$ cat src/rtl/div_mnbit.sv
// Sequential unsigned restoring divider: (M+N)-bit dividend / N-bit divisor,
// one quotient bit per clock, start/busy/done handshake with error flags.
module div_mnbit #(
    parameter int M = 4,
    parameter int N = 4
) (
    input  logic             clk,
    input  logic             rst_n,
    input  logic             start,
    input  logic [M+N-1:0]   dividend,
    input  logic [N-1:0]     divisor,
    output logic             busy,
    output logic             done,
    output logic [M-1:0]     quotient,
    output logic [N-1:0]     remainder,
    output logic             div_by_zero,
    output logic             overflow
);

    localparam int CW = $clog2(M + 1);

    typedef enum logic [1:0] {
        S_IDLE = 2'd0,
        S_RUN  = 2'd1,
        S_DONE = 2'd2
    } state_t;

    state_t          state_q, state_d;
    logic [M-1:0]    low_q, low_d;
    logic [N-1:0]    dvs_q, dvs_d;
    logic [N:0]      rem_q, rem_d;
    logic [M-1:0]    quo_q, quo_d;
    logic [CW-1:0]   cnt_q, cnt_d;
    logic [M-1:0]    quotient_q, quotient_d;
    logic [N-1:0]    remainder_q, remainder_d;
    logic            dbz_q, dbz_d;
    logic            ovf_q, ovf_d;
    logic            busy_q, busy_d;
    logic            done_q, done_d;

    logic            accept_s;
    logic [N:0]      r_shift_s;
    logic [N:0]      r_sub_s;
    logic            fits_s;
    logic [M-1:0]    quo_next_s;

    // Low dividend bits are consumed MSB-first by shifting them out of low_q.
    assign accept_s   = start && (state_q != S_RUN);
    assign r_shift_s  = {rem_q[N-1:0], low_q[M-1]};
    assign fits_s     = (r_shift_s >= {1'b0, dvs_q});
    assign r_sub_s    = r_shift_s - {1'b0, dvs_q};
    assign quo_next_s = {quo_q[M-2:0], fits_s};

    // Next-state and datapath computation for every register.
    always_comb begin
        state_d     = state_q;
        low_d       = low_q;
        dvs_d       = dvs_q;
        rem_d       = rem_q;
        quo_d       = quo_q;
        cnt_d       = cnt_q;
        quotient_d  = quotient_q;
        remainder_d = remainder_q;
        dbz_d       = dbz_q;
        ovf_d       = ovf_q;

        case (state_q)
            S_IDLE, S_DONE: begin
                if (accept_s) begin
                    low_d = dividend[M-1:0];
                    dvs_d = divisor;
                    dbz_d = 1'b0;
                    ovf_d = 1'b0;
                    if (divisor == {N{1'b0}}) begin
                        dbz_d       = 1'b1;
                        ovf_d       = 1'b1;
                        state_d     = S_DONE;
                        quotient_d  = {M{1'b1}};
                        remainder_d = {N{1'b0}};
                    end else if (dividend[M+N-1:M] >= divisor) begin
                        ovf_d       = 1'b1;
                        state_d     = S_DONE;
                        quotient_d  = {M{1'b1}};
                        remainder_d = {N{1'b0}};
                    end else begin
                        state_d = S_RUN;
                        rem_d   = {1'b0, dividend[M+N-1:M]};
                        quo_d   = {M{1'b0}};
                        cnt_d   = CW'(M);
                    end
                end else begin
                    state_d = S_IDLE;
                end
            end
            S_RUN: begin
                rem_d = fits_s ? r_sub_s : r_shift_s;
                quo_d = quo_next_s;
                low_d = {low_q[M-2:0], 1'b0};
                cnt_d = cnt_q - CW'(1);
                if (cnt_q == CW'(1)) begin
                    state_d     = S_DONE;
                    quotient_d  = quo_next_s;
                    remainder_d = rem_d[N-1:0];
                end else begin
                    state_d = S_RUN;
                end
            end
            default: begin
                state_d = S_IDLE;
            end
        endcase

        busy_d = (state_d == S_RUN);
        done_d = (state_d == S_DONE);
    end

    // State and output registers; reset discards any in-flight operation.
    always_ff @(posedge clk or negedge rst_n) begin
        if (!rst_n) begin
            state_q     <= S_IDLE;
            low_q       <= {M{1'b0}};
            dvs_q       <= {N{1'b0}};
            rem_q       <= {(N+1){1'b0}};
            quo_q       <= {M{1'b0}};
            cnt_q       <= {CW{1'b0}};
            quotient_q  <= {M{1'b0}};
            remainder_q <= {N{1'b0}};
            dbz_q       <= 1'b0;
            ovf_q       <= 1'b0;
            busy_q      <= 1'b0;
            done_q      <= 1'b0;
        end else begin
            state_q     <= state_d;
            low_q       <= low_d;
            dvs_q       <= dvs_d;
            rem_q       <= rem_d;
            quo_q       <= quo_d;
            cnt_q       <= cnt_d;
            quotient_q  <= quotient_d;
            remainder_q <= remainder_d;
            dbz_q       <= dbz_d;
            ovf_q       <= ovf_d;
            busy_q      <= busy_d;
            done_q      <= done_d;
        end
    end

    assign busy        = busy_q;
    assign done        = done_q;
    assign quotient    = quotient_q;
    assign remainder   = remainder_q;
    assign div_by_zero = dbz_q;
    assign overflow    = ovf_q;

endmodule

$ cat config.mk
export PLATFORM = sky130hd
export DESIGN_NAME = div_mnbit
export DESIGN_NICKNAME = d
export VERILOG_FILES = /design/src/rtl/div_mnbit.sv
export SDC_FILE = /design/constraint.sdc
export NUM_CORES = 1
export LEC_CHECK = 0
export ABC_AREA = 0
export CAP_MARGIN = 20
export CORE_MARGIN = 2
export CORE_UTILIZATION = 40
export CTS_BUF_LIST = sky130_fd_sc_hd__clkbuf_8 sky130_fd_sc_hd__clkbuf_16
export DETAILED_ROUTE_END_ITERATION = 8
export PLACE_DENSITY = 0.6
export SLEW_MARGIN = 5
export SYNTH_ARGS = -nofsm -noshare
export SYNTH_HDL_FRONTEND = slang
export SYNTH_SLANG_ARGS = --single-unit
$ cat constraint.sdc
create_clock -name clk -period 3.6 [get_ports clk]
set_input_delay 0.72 -clock clk [delete_from_list [all_inputs] [get_ports clk]]
set_output_delay 0.72 -clock clk [all_outputs]
set_load 0.01 [all_outputs]
After elaboration in Yosys (flattened, before gate mapping)
Cells that the tools add are included.

storage, ports and cells
  register bits after elaboration = 32
  input bits = 15

cells by class
  add/subtract/negate cells = 2
  magnitude comparators = 2
  reductions and logical operators = 9
  mux-type cells = 33
  equality and inequality tests = 11

operator list
  cell                                              number
  2-to-1 mux 4 bit                                  13
  one-hot mux 4 bit (2 select lines)                4
  2-to-1 mux 3 bit                                  6
  one-hot mux 3 bit (2 select lines)                2
  2-to-1 mux 2 bit                                  4
  != test 2 bit, second input constant              4
  AND reduction 4 bit                               2
  >= comparator 5 x 4 -> 1 bit                      1
  == test 2 x 1 -> 1 bit, second input constant     2
  == test 2 bit, second input constant              2
  >= comparator 4 bit                               1
  logical NOT 4 bit                                 1
  one-hot mux 2 bit (2 select lines)                1
  AND reduction 2 bit                               2
  subtractor 4 bit                                  1
  == test 3 x 1 -> 1 bit, second input constant     1
  2-to-1 mux 1 bit                                  3
  != test 3 bit, second input constant              1
  subtractor 3 x 1 -> 3 bit, second input constant  1
  logical NOT 2 bit                                 1
  != test 2 x 1 -> 1 bit, second input constant     1
  nonzero test 2 bit                                1
  OR reduction 2 bit                                1
  logical AND 1 bit                                 1

Depth between registers and ports, before layout
  depth in word-level cells = 6
  gate-level depth with buffers = 7
  gate-level depth less buffers = 6

Worst setup path before layout
OpenSTA, ideal clock, no wires.

  path type = in2reg
  start point = input port divisor[3]
  end point = register rem_q[2]
  arrival time = 1.924 ns
  path buffers = 1
  stages = 7
  slack = 1.547 ns
  cells stage by stage = inv_1 > ha_1 > o211ai_1 > o2111ai_1 > buf_6 > mux2i_1 > o31ai_1

on the way
  cells in the longest elaborated chain, start to end = 3
  elaborated cells between the ends (all ways) = 5

RTL lines
  element                                                   RTL line  text
  start, declared                                           11        input logic [N-1:0] divisor,
  >= comparator 4 bit or logical NOT 4 bit (tied branches)  80, 74
  != test 2 bit (no source line)                            -
  AND reduction 4 bit (no source line) (*)                  -
  end signal, assigned                                      123       rem_q <= {(N+1){1'b0}};
  end signal, assigned                                      136       rem_q <= rem_d;
  end, declared                                             31        logic [N:0] rem_q, rem_d;

Every way passes the cells marked *; elsewhere a longest branch is shown, timed or not.
A chain may end at the register's enable or synchronous reset.

Worst setup path after layout
  start point = input port dividend[4]
  end point = register rem_q[3]

on the way
  cells in the longest elaborated chain, start to end = 3

RTL lines
  element                               RTL line  text
  start, declared                       10        input logic [M+N-1:0] dividend,
  >= comparator 4 bit                   80        end else if (dividend[M+N-1:M] >= divisor) begin
  != test 2 bit (no source line)        -
  AND reduction 4 bit (no source line)  -

Every way passes these cells.

==> summary.md <==
| Metric | Value |
|---|---|
| Syn nets | 191 |
| Post-route ant nets | 0 |
| Reg2reg setup slack | roughly 1600 ps |
| Via/cell ratio | about 5.2 |
| Simple-gate area share of the yosys netlist | 16.0% |
| Total power | 1.92 mW |
| Slowest stage delay, CP | roughly 480 ps |
| CTS Sinks | 32 |
| RSZ-0062 raised after global routing | no |
| Crit path required time | approximately 3800 ps |
| Period utilization | 65.3% |
| CTS tree | done |
| Clk Latency, worst-skew pair | 280 ps |
| Max Fclk | 425 MHz |
| Most common cell after layout, fill and taps aside | dfrtp_1 |
| Worst-Margin Slew | around 570 ps |
| Max cap viols | 0 |
| Number of global-route vias before repair | ~1.3k |
| Final worst clock skew | roughly 11 ps |
| Final setup vio count | 0 |
| Vias | 1289 |
| Core box area | around 4000 sq um |
| Post-DP HPWL | between 2 and 3 mm |
| Total Routed Length | roughly 3.6 mm |
| CTS buffer count | 5 |
| Initial DRT Pass Iterations | 4 |
| Top cell type by total area after synthesis | dfrtp_1 |
| Met3 Routed Length | around 150 um |
| Synth Area in Compound Gates | a little under a fifth |
| Met2 wire length | 1.77 mm |
| Ys Warns | 0 |
| Yosys reg bits | 32 |
| Part of the Yosys area used for sequential elements | 48.6% |
| Leakage | 0.958 nW |
| Fin. max-slew vios | 0 |
| Maximum root-to-sink buffer count | 2 |
| Wire per inst | ~15 um |
| Post-layout nets | around 220 |
| CTS hold repair buffers | 0 |
| CP Class | in -> reg |
| Share of layout cells above drive strength 1 | 9.14% |
| Initial antenna violation count | 0 |
| H-tree levels | 2 |
| VDD IR max | ~0.35 mV |
| Status | complete, no violations |
| Top sig layer | met4 |
| Finished Core Util | a little over half |
| CTS resizes | 0 |
| Global route overflow | 0 |
| Mux share of post-synthesis cell area | 2.74% |
| CP Capture Type | register |
| Arrival @ worst endpoint | ~2500 ps |
| Area of the die | between 4000 and 5000 sq um |
| Layout area overhead | 27.2% |
| Clk root buf | clkbuf_8 |
| Leading post-synthesis cells by cell area | dfrtp_1 (49%), ha_1 (7.6%), nand2_1 (4.3%), inv_1 (3.4%), o21ai_0 (3.3%) |
| Residual DRC count | 0 |
| Number of DRC markers in iteration 0 | between 70 and 80 |
| Buffers on Ports | 26 |
| Largest net degree at the start of global routing | 33 |
| Synth cell types | 40 |
| CP Max Fanout | 13 |
| Hold Vio Cnt, Final | 0 |
| Post-synthesis average cell area | about 10 sq um |
| IO Count | 27 |
| Worst Hold Class | reg -> reg |
| Synth Instances | approximately 170 |
| Synth Cell Area | 1650 sq um |
| TNS Setup | 0 ps |
| P per Cell Area | between 900 and 1000 nW/um^2 |
| Synth top area share | between 40 and 50% |
| Main combinational cell family by area after synthesis | compound AO/OA/AOI/OAI gates |
| M1 WL | approximately 1.6 mm |
| Post-Synth Adder-Cell Area | between 8 and 9% |
| # rows | 23 |
| Element type at the critical path start | input port |
| Period minus WS final | ~2400 ps |
| All-Layer GR Usage | 18.2% |
| GPL Wtd Cong | ~0.9 |
| Clock-pin transition on the worst setup and hold timing paths | approximately 70 ps |
| Normalized max-slew margin | 62.0% |
| Commonest non-fill, non-tap cells in the layout | dfrtp_1 (32), clkdlybuf4s50_1 (26), nand2_1 (19) |
| Slowest CP cell | clkdlybuf4s50_1 |
| Post-Synth XOR/XNOR Area | less than 1% |
| Setup Fix Bufs, Post-CTS | 0 |
| Worst path cell trace | clkdlybuf4s50_1, inv_1, ha_1, nor3b_1, o2111ai_1, buf_4, a311o_1 |
| Die extent in x | 68.2 um |
| First-pass GRT wire length | 6.10 mm |
| Initial Utilization | about two fifths |
| Chip height | slightly below 70 um |
| Diode count | 0 |
[state kept, by name (all words and copies together) (netlist names)]
register,cells
dvs_q,4
low_q,4
quotient,4
rem_q,4
remainder,4
cnt_q,3
quo_q,3
state_q,2
busy,1
div_by_zero,1
done,1
overflow,1
[critical path, delay by kind of cell]
kind                       cells  cell delay [ps]
and+or+nand+nor                1              260
buffers and inverters          3              740
adders and majority gates      1              280
AOI/OAI and AO/OA              2              510
[cell families (layout without fill, tap and decap cells)]
group	count (synthesis)	count (layout)
XOR/XNOR	1	1
flip-flops	32	32
AO/OA/AOI/OAI	41	41
adder cells (fa/ha/maj)	11	11
buffers and inverters	21	53
AND/OR/NAND/NOR	55	55
multiplexers	4	4
[power breakdown]
part / switching (mW) / total, mW / internal (mW)
registers: 0.0953 / 0.616 / 0.521
clock network: 0.133 / 0.377 / 0.244
logic: 0.509 / 0.931 / 0.422
[cells in the mapped netlist]
master,number
nand2b_1,4
a21boi_0,3
nand2_1,19
o31ai_1,3
mux2_4,1
nand3_1,6
a21bo_2,1
a211oi_1,1
a21oi_1,5
o211ai_1,1
o32ai_1,3
nor3b_1,1
o21ai_0,11
or4_4,1
o2bb2ai_1,1
o21ai_4,1
a221o_1,1
fa_1,1
nand4_1,1
and2_1,3
mux2i_1,3
o21a_1,2
nor2_1,11
a311o_1,1
dfrtp_1,32
clkbuf_1,4
and3_1,2
nor2b_1,3
o211a_2,1
xnor2_1,1
a22oi_1,2
a22o_1,1
a31o_2,1
nor3_1,4
ha_1,10
inv_1,15
buf_2,1
a2bb2oi_1,1
o2111ai_1,1
buf_6,1
[final cells by class]
class / instances / area (sq um)
Clock buffer: 7 / 96.3
Tap cell: 50 / 62.6
Clock inverter: 1 / 30.0
Multi-Input combinational cell: 112 / 758
Timing Repair Buffer: 30 / 290
Inverter: 15 / 56.3
Fill cell: 367 / 1880
Sequential cell: 32 / 801
[worst paths after layout]
| path | cells after the start | from | to |
|---|---|---|---|
| setup / recovery | 7 | dividend[4] | rem_q[3] |
| hold / removal | 2 | low_q[2] | low_q[2] |
| setup reg to reg | 5 | rem_q[1] | rem_q[3] |
| hold reg to reg | 2 | low_q[2] | low_q[2] |
| max in group asynchronous | 2 | rst_n | overflow |
| min in group asynchronous | 2 | rst_n | dvs_q[2] |
[stage by stage]
stage               std cells  setup slack [ps]  instance area (sq um)  hold slack (ps)
floorplan                 165              1550                   1650              424
global placement          239               966                   1970              465
detailed placement        239               945                   1970              473
CTS                       247              1250                   2090              491
global route              247              1160                   2090              516
finish                    247              1250                   2090              484
[routing by layer]
metal,global-route usage [%],up-vias
met5,0,-
met4,7.25,0
met2,30.0,34
met3,4.28,5
met1,23.0,613
li1,-,637
(Power assumes the default switching activity.)
